==> src/rtl/instr_mem_loader.sv <==
// Instruction memory writer: packs a big-endian byte stream into 32-bit words
// and writes them at sequential word addresses, keeping a running checksum.
module instr_mem_loader #(
  parameter int DEPTH = 128,
  parameter int CNT_W = 8
) (
  input  logic             clk,
  input  logic             rst,
  input  logic             start,
  input  logic [CNT_W-1:0] num_words,
  input  logic             byte_valid,
  input  logic [7:0]       byte_data,
  output logic             byte_ready,
  output logic             mem_we,
  output logic [31:0]      mem_addr,
  output logic [31:0]      mem_wdata,
  output logic             busy,
  output logic             done,
  output logic             error,
  output logic [31:0]      checksum
);

  typedef enum logic [1:0] {IDLE, COLLECT, WRITE, DONE} state_t;

  state_t           state;
  logic [CNT_W-1:0] num_lat;
  logic [CNT_W-1:0] word_idx;
  logic [1:0]       byte_cnt;
  logic [23:0]      shift;
  logic             start_ok;
  logic             last_word;

  assign byte_ready = (state == COLLECT);
  assign busy       = (state == COLLECT) || (state == WRITE);
  assign start_ok   = (num_words != '0) && (num_words <= CNT_W'(DEPTH));
  assign last_word  = (word_idx == num_lat - CNT_W'(1));

  always_ff @(posedge clk or posedge rst) begin
    if (rst) begin
      state     <= IDLE;
      num_lat   <= '0;
      word_idx  <= '0;
      byte_cnt  <= '0;
      shift     <= '0;
      mem_we    <= 1'b0;
      mem_addr  <= '0;
      mem_wdata <= '0;
      done      <= 1'b0;
      error     <= 1'b0;
      checksum  <= '0;
    end else begin
      case (state)
        IDLE: begin
          if (start) begin
            if (start_ok) begin
              num_lat  <= num_words;
              word_idx <= '0;
              byte_cnt <= '0;
              checksum <= '0;
              error    <= 1'b0;
              state    <= COLLECT;
            end else begin
              error <= 1'b1;
            end
          end
        end
        COLLECT: begin
          if (byte_valid) begin
            byte_cnt <= byte_cnt + 2'd1;
            shift    <= {shift[15:0], byte_data};
            // Fourth byte goes straight into the write word; no extra cycle.
            if (byte_cnt == 2'd3) begin
              mem_wdata <= {shift, byte_data};
              mem_addr  <= {{(32-CNT_W){1'b0}}, word_idx};
              mem_we    <= 1'b1;
              state     <= WRITE;
            end
          end
        end
        WRITE: begin
          mem_we   <= 1'b0;
          checksum <= checksum + mem_wdata;
          byte_cnt <= '0;
          if (last_word) begin
            done  <= 1'b1;
            state <= DONE;
          end else begin
            word_idx <= word_idx + CNT_W'(1);
            state    <= COLLECT;
          end
        end
        DONE: begin
          done  <= 1'b0;
          state <= IDLE;
        end
        default: state <= IDLE;
      endcase
    end
  end

endmodule

==> config.mk <==
export PLATFORM = sky130hd
export DESIGN_NAME = instr_mem_loader
export DESIGN_NICKNAME = d
export VERILOG_FILES = /design/src/rtl/instr_mem_loader.sv
export SDC_FILE = /design/constraint.sdc
export NUM_CORES = 1
export LEC_CHECK = 0
export CAP_MARGIN = 20
export CORE_MARGIN = 8
export CORE_UTILIZATION = 48
export DETAILED_ROUTE_END_ITERATION = 8
export HOLD_SLACK_MARGIN = 0.03
export PLACE_DENSITY = 0.81
export SETUP_SLACK_MARGIN = 0.1
export SYNTH_ARGS = -nofsm -noshare
export SYNTH_HDL_FRONTEND = slang
export SYNTH_SLANG_ARGS = --single-unit
==> constraint.sdc <==
create_clock -name clk -period 3.35 [get_ports clk]
set_clock_uncertainty 0.05 [all_clocks]
set_input_delay 0.335 -clock clk [delete_from_list [all_inputs] [get_ports clk]]
set_output_delay 0.335 -clock clk [all_outputs]
set_load 0.05 [all_outputs]
==> results of run 1 <==
[power breakdown]
| group | internal, mW | leakage [nW] | switching, mW | total, mW |
|---|---|---|---|---|
| clock | 1.25 | 0.296 | 0.629 | 1.88 |
| combinational | 1.41 | 2.05 | 2.36 | 3.77 |
| sequential | 1.94 | 1.56 | 0.512 | 2.45 |
| total | 4.60 | 3.91 | 3.50 | 8.10 |
[cell usage after synthesis, types with 3 or more instances]
cell type | instances | area share, %
xnor2_1 | 15 | 1.9
inv_1 | 21 | 1.2
nand4_1 | 12 | 1.1
o31ai_1 | 5 | 0.55
a31oi_1 | 8 | 0.73
and4_1 | 3 | 0.38
clkbuf_1 | 19 | 1.0
a21oi_1 | 36 | 2.6
ha_1 | 38 | 7.0
a22o_1 | 3 | 0.38
or2_2 | 3 | 0.27
a211oi_1 | 8 | 0.88
nor2_1 | 34 | 1.9
buf_1 | 3 | 0.16
buf_4 | 24 | 2.6
o21a_1 | 3 | 0.33
or4_1 | 3 | 0.33
a21o_1 | 18 | 2.0
mux2i_1 | 3 | 0.44
buf_2 | 5 | 0.37
nor3b_1 | 4 | 0.44
and2_1 | 3 | 0.27
or3_1 | 6 | 0.55
nand2_1 | 50 | 2.7
xor2_1 | 18 | 2.3
nand2b_1 | 11 | 1.0
nor2b_1 | 5 | 0.46
a32o_1 | 4 | 0.59
o21ai_0 | 52 | 3.8
nand3_1 | 19 | 1.4
mux2_2 | 68 | 11
and3_1 | 4 | 0.37
dfrtp_1 | 119 | 44
[flip-flops by register name, indices dropped and copies added (netlist names)]
register / flops
mem_wdata: 32
shift: 24
num_lat: 8
byte_cnt: 2
error: 1
checksum: 32
word_idx: 8
state: 2
done: 1
mem_we: 1
mem_addr: 8
[cells by family after synthesis]
logic type / count (synthesis) / share of synthesized area, %
adders and majority gates: 39 / 7.26
xor gates and xnor gates: 33 / 4.23
muxes: 71 / 11.7
buffers and inverters: 73 / 5.54
other: 1 / 0.0549
AOI/OAI and AO/OA: 158 / 14.7
and+or+nand+nor: 170 / 12.9
DFF: 119 / 43.6
[cell usage in the layout (no fill, tap or decap), types with 5 or more instances in the layout]
master	n
inv_1	20
dfrtp_1	119
o21ai_0	52
nor2_1	34
a21o_1	18
or3_1	6
a211oi_1	8
nand2_1	50
a21oi_1	35
nand4_1	12
nor2b_1	5
o31ai_1	5
nand3_1	18
buf_4	7
clkinv_2	5
nand2b_1	11
a31oi_1	8
ha_1	38
conb_1	24
clkdlybuf4s50_1	96
clkbuf_16	17
mux2_2	68
xor2_1	18
xnor2_1	15
[layer usage]
layer	GRT usage (%)	part of all wire, %	vias to the layer above
li1	-	-	2556
met1	23.5	41	2700
met2	32.0	49	212
met3	6.82	8.0	40
met4	8.51	2.7	0
met5	0	0	-
[worst min-delay path: stages]
cell and delay (ns):
clkdlybuf4s50_1 0.44, clkinvlp_4 0.09, buf_12 0.45
[worst min-delay path by stage]
stage                     slack, ns                         to                   from
after global routing           0.46      shift[19]$_DFFE_PP0P_  shift[19]$_DFFE_PP0P_
after detailed placement       0.44  mem_wdata[27]$_DFFE_PP0P_  shift[19]$_DFFE_PP0P_
final                          0.39      shift[21]$_DFFE_PP0P_                    rst
after global placement         0.43  mem_wdata[24]$_DFFE_PP0P_  shift[16]$_DFFE_PP0P_
after CTS                      0.43   checksum[26]$_DFFE_PP0P_                    rst
after floorplan                0.40     num_lat[0]$_DFFE_PP0P_           num_words[0]
[layout make-up]
| class | instances | share of cell area [%] |
|---|---|---|
| sequential | 119 | 35.0 |
| multi-input combinational | 495 | 41.9 |
| tap | 180 | 2.65 |
| clock inverter | 10 | 1.79 |
| inverter | 21 | 0.971 |
| clock buffer | 21 | 5.29 |
| timing repair buffer | 105 | 12.4 |
==> metrics.yaml, run 1 <==
status: "complete, no violations"
core_area_sq_um: 13900
max_freq_ghz: 0.327
die_area_sq_um: 18300
wl_per_cell_microns: 18.6
cts_max_level: 4
fin_util_pct: 61.3
grt_max_degree: 120
wirelength_mm: 17.7
r2r_start: "mem_wdata[2]$_DFFE_PP0P_"
ir_drop_uv: 516
grt_pass1_vias: 5583
startpoint_type: "register"
final_nets: 818
post_cts_resized: 0
numCtsBuffers: 17
crit_path_max_incr_delay_ns: 0.65
min_period_over_period_pct: 91.2
final_cell_count_no_fill: 951
initial_core_util_pct: 49.2
p_leak_nw: 3.91
rsz0062_at_grt: "false"
setup.worst_path.end: "checksum[17]$_DFFE_PP0P_"
tns_ns: 0
ys.flop_type: "dfrtp_1"
critical-path-slowest-cell: "or4b_2"
critPathBufInv: 0
crit_chain: "ha_1, o21ai_0, o21ai_0, nand3_1, a21oi_1, a31o_2, a21oi_1, or4b_2, nand3_1"
register_area_sq_um: 2980
critical-path-top-delay-family: "compound AO/OA/AOI/OAI gates"
syn_inst: 664
p_per_area_nw_per_um2: 952
antenna_found_initial: 0
max-cap-violations: 0
drtPass1Iterations: 5
slew_headroom_pct: 42.2
setup_slack_ns: 0.294
clkTransAtPathRegs_ns: 0.05
crit_path_end_kind: "register"
cts-root-buf: "clkbuf_16"
path_class: "reg2reg"
startpoint: "mem_wdata[2]$_DFFE_PP0P_"
total_power_mw: 8.10
portBuffers: 96
rrSetupSlack_ns: 0.29
routed-via-count: 5508
worstReg2RegEnd: "checksum[17]$_DFFE_PP0P_"
finalCriticalPeriod_ns: 3.06
die_h_microns: 135
drtIter0Drc: 455
synth_area_sq_um: 6830
tightest_slew_ns: 0.864
fin_area_sq_um: 8510
rows: 43
dp_slack_ns: 0.247
dieWidth_microns: 135
drc: 0
insertion_delay_ns: 0.41
viasPerCell: 5.79
num_io_pins: 121
ant_nets: 0
place_congestion: 0.926
ys_ff_latch: 119
ys_seq_area_share_pct: 43.6
grt_first_pass_wirelength_mm: 28.7
cts_num_sinks: 119
dp.cells: 920
yosys_warnings: 0
fillers: 1105
fin_hold_ws_ns: 0.395
crit_cells: 9
dp_hpwl_mm: 12.9
post_dp_cell_area_sq_um: 7900
rr_worst_depth: 9
cts_setup_buffers: 0
holdBufCountCts: 0
grt_use_total_pct: 19.8
critical_path.max_fanout: 4
grt-ovfl-total: 0
worstPathRequired_ns: 3.64
synth_edf_count: 0
synth.distinct_cells: 61
finalHoldViolations: 0
clk_path_buf_depth: 2
setup_viol: 0
crit_arrival_ns: 3.35
hp-class: "in2async"
syn2layout_area_growth_pct: 24.6
ys_async_sr_fraction_pct: 100
drive_gt1_share_pct: 15.0
multi_input_area_sq_um: 3570
cts_tree: "built"
slew_violations: 0
diodes: 0
syn_avg_cell_area_sq_um: 10.3
Note: power is estimated with default switching activity, not from simulation.
==> run 2, diff against run 1 <==
--- a/config.mk
+++ b/config.mk
@@ -15,3 +15,4 @@
 export SYNTH_ARGS = -nofsm -noshare
 export SYNTH_HDL_FRONTEND = slang
 export SYNTH_SLANG_ARGS = --single-unit
+export TNS_END_PERCENT = 10
==> results of run 2 <==
No change in the layout: final DEF, timing and power equal those of run 1.
==> run 3, diff against run 2 <==
--- a/config.mk
+++ b/config.mk
@@ -6,11 +6,13 @@
 export NUM_CORES = 1
 export LEC_CHECK = 0
 export CAP_MARGIN = 20
+export CELL_PAD_IN_SITES_DETAIL_PLACEMENT = 2
+export CELL_PAD_IN_SITES_GLOBAL_PLACEMENT = 2
 export CORE_MARGIN = 8
-export CORE_UTILIZATION = 48
+export CORE_UTILIZATION = 31
 export DETAILED_ROUTE_END_ITERATION = 8
 export HOLD_SLACK_MARGIN = 0.03
-export PLACE_DENSITY = 0.81
+export PLACE_DENSITY = 0.82
 export SETUP_SLACK_MARGIN = 0.1
 export SYNTH_ARGS = -nofsm -noshare
 export SYNTH_HDL_FRONTEND = slang
==> metrics.yaml, run 3 (synthesis results as in run 1) <==
status: "complete, no violations"  # unchanged
slew_violations: 0  # unchanged
switching_share_pct: 46.8  # was 43.2%
critical-path-top-delay-family: "compound AO/OA/AOI/OAI gates"  # unchanged
tns_ns: 0  # unchanged
max-cap-violations: 0  # unchanged
layout_commonest_cell: "dfrtp_1"  # unchanged
cts_setup_buffers: 0  # unchanged
clkTransAtPathRegs_ns: 0.06  # was 0.05 ns
critical-path-slowest-cell: "or4b_2"  # unchanged
cts_tree: "built"  # unchanged
die_area_sq_um: 27000  # was 18300 sq um
setup_viol: 0  # unchanged
fin_area_sq_um: 8630  # was 8510 sq um
insertion_delay_ns: 0.43  # was 0.41 ns
dp_hpwl_mm: 17.2  # was 12.9 mm
diodes: 0  # unchanged
num_io_pins: 121  # unchanged
final_nets: 828  # was 818
wl_per_cell_microns: 22.6  # was 18.6 microns
grt_first_pass_wirelength_mm: 37.2  # was 28.7 mm
antenna_found_initial: 0  # unchanged
drtPass1Iterations: 4  # was 5
crit_chain: "ha_1, o21ai_0, o21ai_0, nand3_1, a21oi_1, a31o_2, a21oi_1, or4b_2, nand3_1"  # unchanged
fin_util_pct: 39.8  # was 61.3%
dp_slack_ns: 0.0750  # was 0.247 ns
finalHoldViolations: 0  # unchanged
die_h_microns: 164  # was 135 microns
grt_use_total_pct: 18.1  # was 19.8%
wirelength_mm: 24.0  # was 17.7 mm
switching_power_mw: 3.83  # was 3.50 mW
holdBufCountCts: 0  # unchanged
ant_nets: 0  # unchanged
initial_core_util_pct: 31.5  # was 49.2%
max_freq_ghz: 0.321  # was 0.327 GHz
dieWidth_microns: 164  # was 135 microns
top_regs: "checksum: 32 flops, mem_wdata: 32 flops, shift: 24 flops"  # unchanged
grt_max_degree: 39  # was 120
clk_path_buf_depth: 2  # unchanged
p_int_mw: 4.36  # was 4.60 mW
pwr-share-comb_pct: 49.0  # was 46.5%
crit_arrival_ns: 3.44  # was 3.35 ns
setup_slack_ns: 0.231  # was 0.294 ns
p_leak_nw: 3.90  # was 3.91 nW
syn2layout_area_growth_pct: 26.4  # was 24.6%
viasPerCell: 5.30  # was 5.79
tightest_slew_ns: 0.772  # was 0.864 ns
critPathBufInv: 0  # unchanged
core_area_sq_um: 21700  # was 13900 sq um
place_congestion: 0.835  # was 0.926
startpoint_type: "register"  # unchanged
cts-root-buf: "clkbuf_16"  # unchanged
crit_path_end_kind: "register"  # unchanged
drc: 0  # unchanged
cts_num_sinks: 119  # unchanged
grt-ovfl-total: 0  # unchanged
worstPathRequired_ns: 3.67  # was 3.64 ns
power_frac_clock_pct: 20.1  # was 23.2%
critical_path.max_fanout: 4  # unchanged
final_cell_mix: "dfrtp_1 (119), clkdlybuf4s50_1 (96), mux2_2 (68)"  # unchanged
p_seq_share_pct: 30.8  # was 30.2%
drtIter0Drc: 238  # was 455
finalCriticalPeriod_ns: 3.12  # was 3.06 ns
numCtsBuffers: 17  # unchanged
hp-class: "in2async"  # unchanged
rsz0062_at_grt: "false"  # unchanged
drive_gt1_share_pct: 16.3  # was 15.0%
slew_headroom_pct: 48.4  # was 42.2%
routed-via-count: 5621  # was 5508
min_period_over_period_pct: 93.1  # was 91.2%
crit_path_max_incr_delay_ns: 0.65  # about the same
fillers: 2340  # was 1105
post_dp_cell_area_sq_um: 8080  # was 7900 sq um
portBuffers: 96  # unchanged
rows: 54  # was 43
p_per_area_nw_per_um2: 949  # was 952 nW/um^2
grt_pass1_vias: 6363  # was 5583
fin_hold_ws_ns: 0.341  # was 0.395 ns
cts_max_level: 4  # unchanged
path_class: "reg2reg"  # unchanged
ir_drop_uv: 409  # was 516 uV
[run 3: metal layers]
metal	wire length [microns]	global-route usage (%)	up-vias
li1	-	-	2564
met1	9830	21.1	2868
met2	12300	31.3	139
met3	1140	4.36	50
met4	733	7.90	0
met5	0	0	-
[run 3: what timing repair did]
| item | 4_1_cts | 5_1_grt |
|---|---|---|
| gates resized for setup | 1 | 2 |
| endpoints found under the setup margin | 1 | 2 |
| hold endpoints to repair | 0 | 0 |
[run 3: worst reg2reg max path, cell delays in order (launching register included)]
cell and delay (ns):
dfrtp_1 0.41, ha_1 0.39, o21ai_0 0.16, o21ai_0 0.31, nand3_1 0.27, a21oi_1 0.40
a31o_2 0.25, a21oi_1 0.10, or4b_2 0.65, nand3_1 0.09
[run 3: path summary, 6_finish.rpt]
path                                    startpoint                        to  slack [ns]  depth (start not counted)
min in group clk                      num_words[0]    num_lat[0]$_DFFE_PP0P_        0.45                          3
max in group asynchronous                      rst   checksum[8]$_DFFE_PP0P_        2.13                          3
setup / recovery           checksum[2]$_DFFE_PP0P_  checksum[17]$_DFFE_PP0P_        0.23                          9
hold reg to reg                  error$_DFFE_PP0P_         error$_DFFE_PP0P_        0.46                          2
setup reg to reg           checksum[2]$_DFFE_PP0P_  checksum[17]$_DFFE_PP0P_        0.23                          9
hold / removal                                 rst  checksum[31]$_DFFE_PP0P_        0.34                          2
[run 3: layout make-up]
class / instances / area (sq um) / share of cell area, %
repair buffers: 115 / 1120 / 13.0
clock inverters: 9 / 55.1 / 0.638
clock buffers: 21 / 460 / 5.34
inverters: 21 / 82.6 / 0.957
flip-flops and latches: 119 / 2980 / 34.5
multi-input cells: 495 / 3580 / 41.5
well taps: 280 / 350 / 4.06
[run 3: per-stage QoR]
stage               total power [mW]  cells
floorplan                       5.03    687
global placement                6.29   1029
detailed placement              6.45   1029
CTS                             8.25   1059
global route                    8.63   1060
finish                          8.19   1060
[run 3: power by group through the flow]
stage                     sequential, mW  combinational [mW]  clock, mW
after floorplan                     3.13                1.90          0
after global placement              2.50                3.79          0
after detailed placement            2.54                3.92          0
after CTS                           2.53                4.04       1.68
after global routing                2.59                4.30       1.74
final                               2.52                4.02       1.65
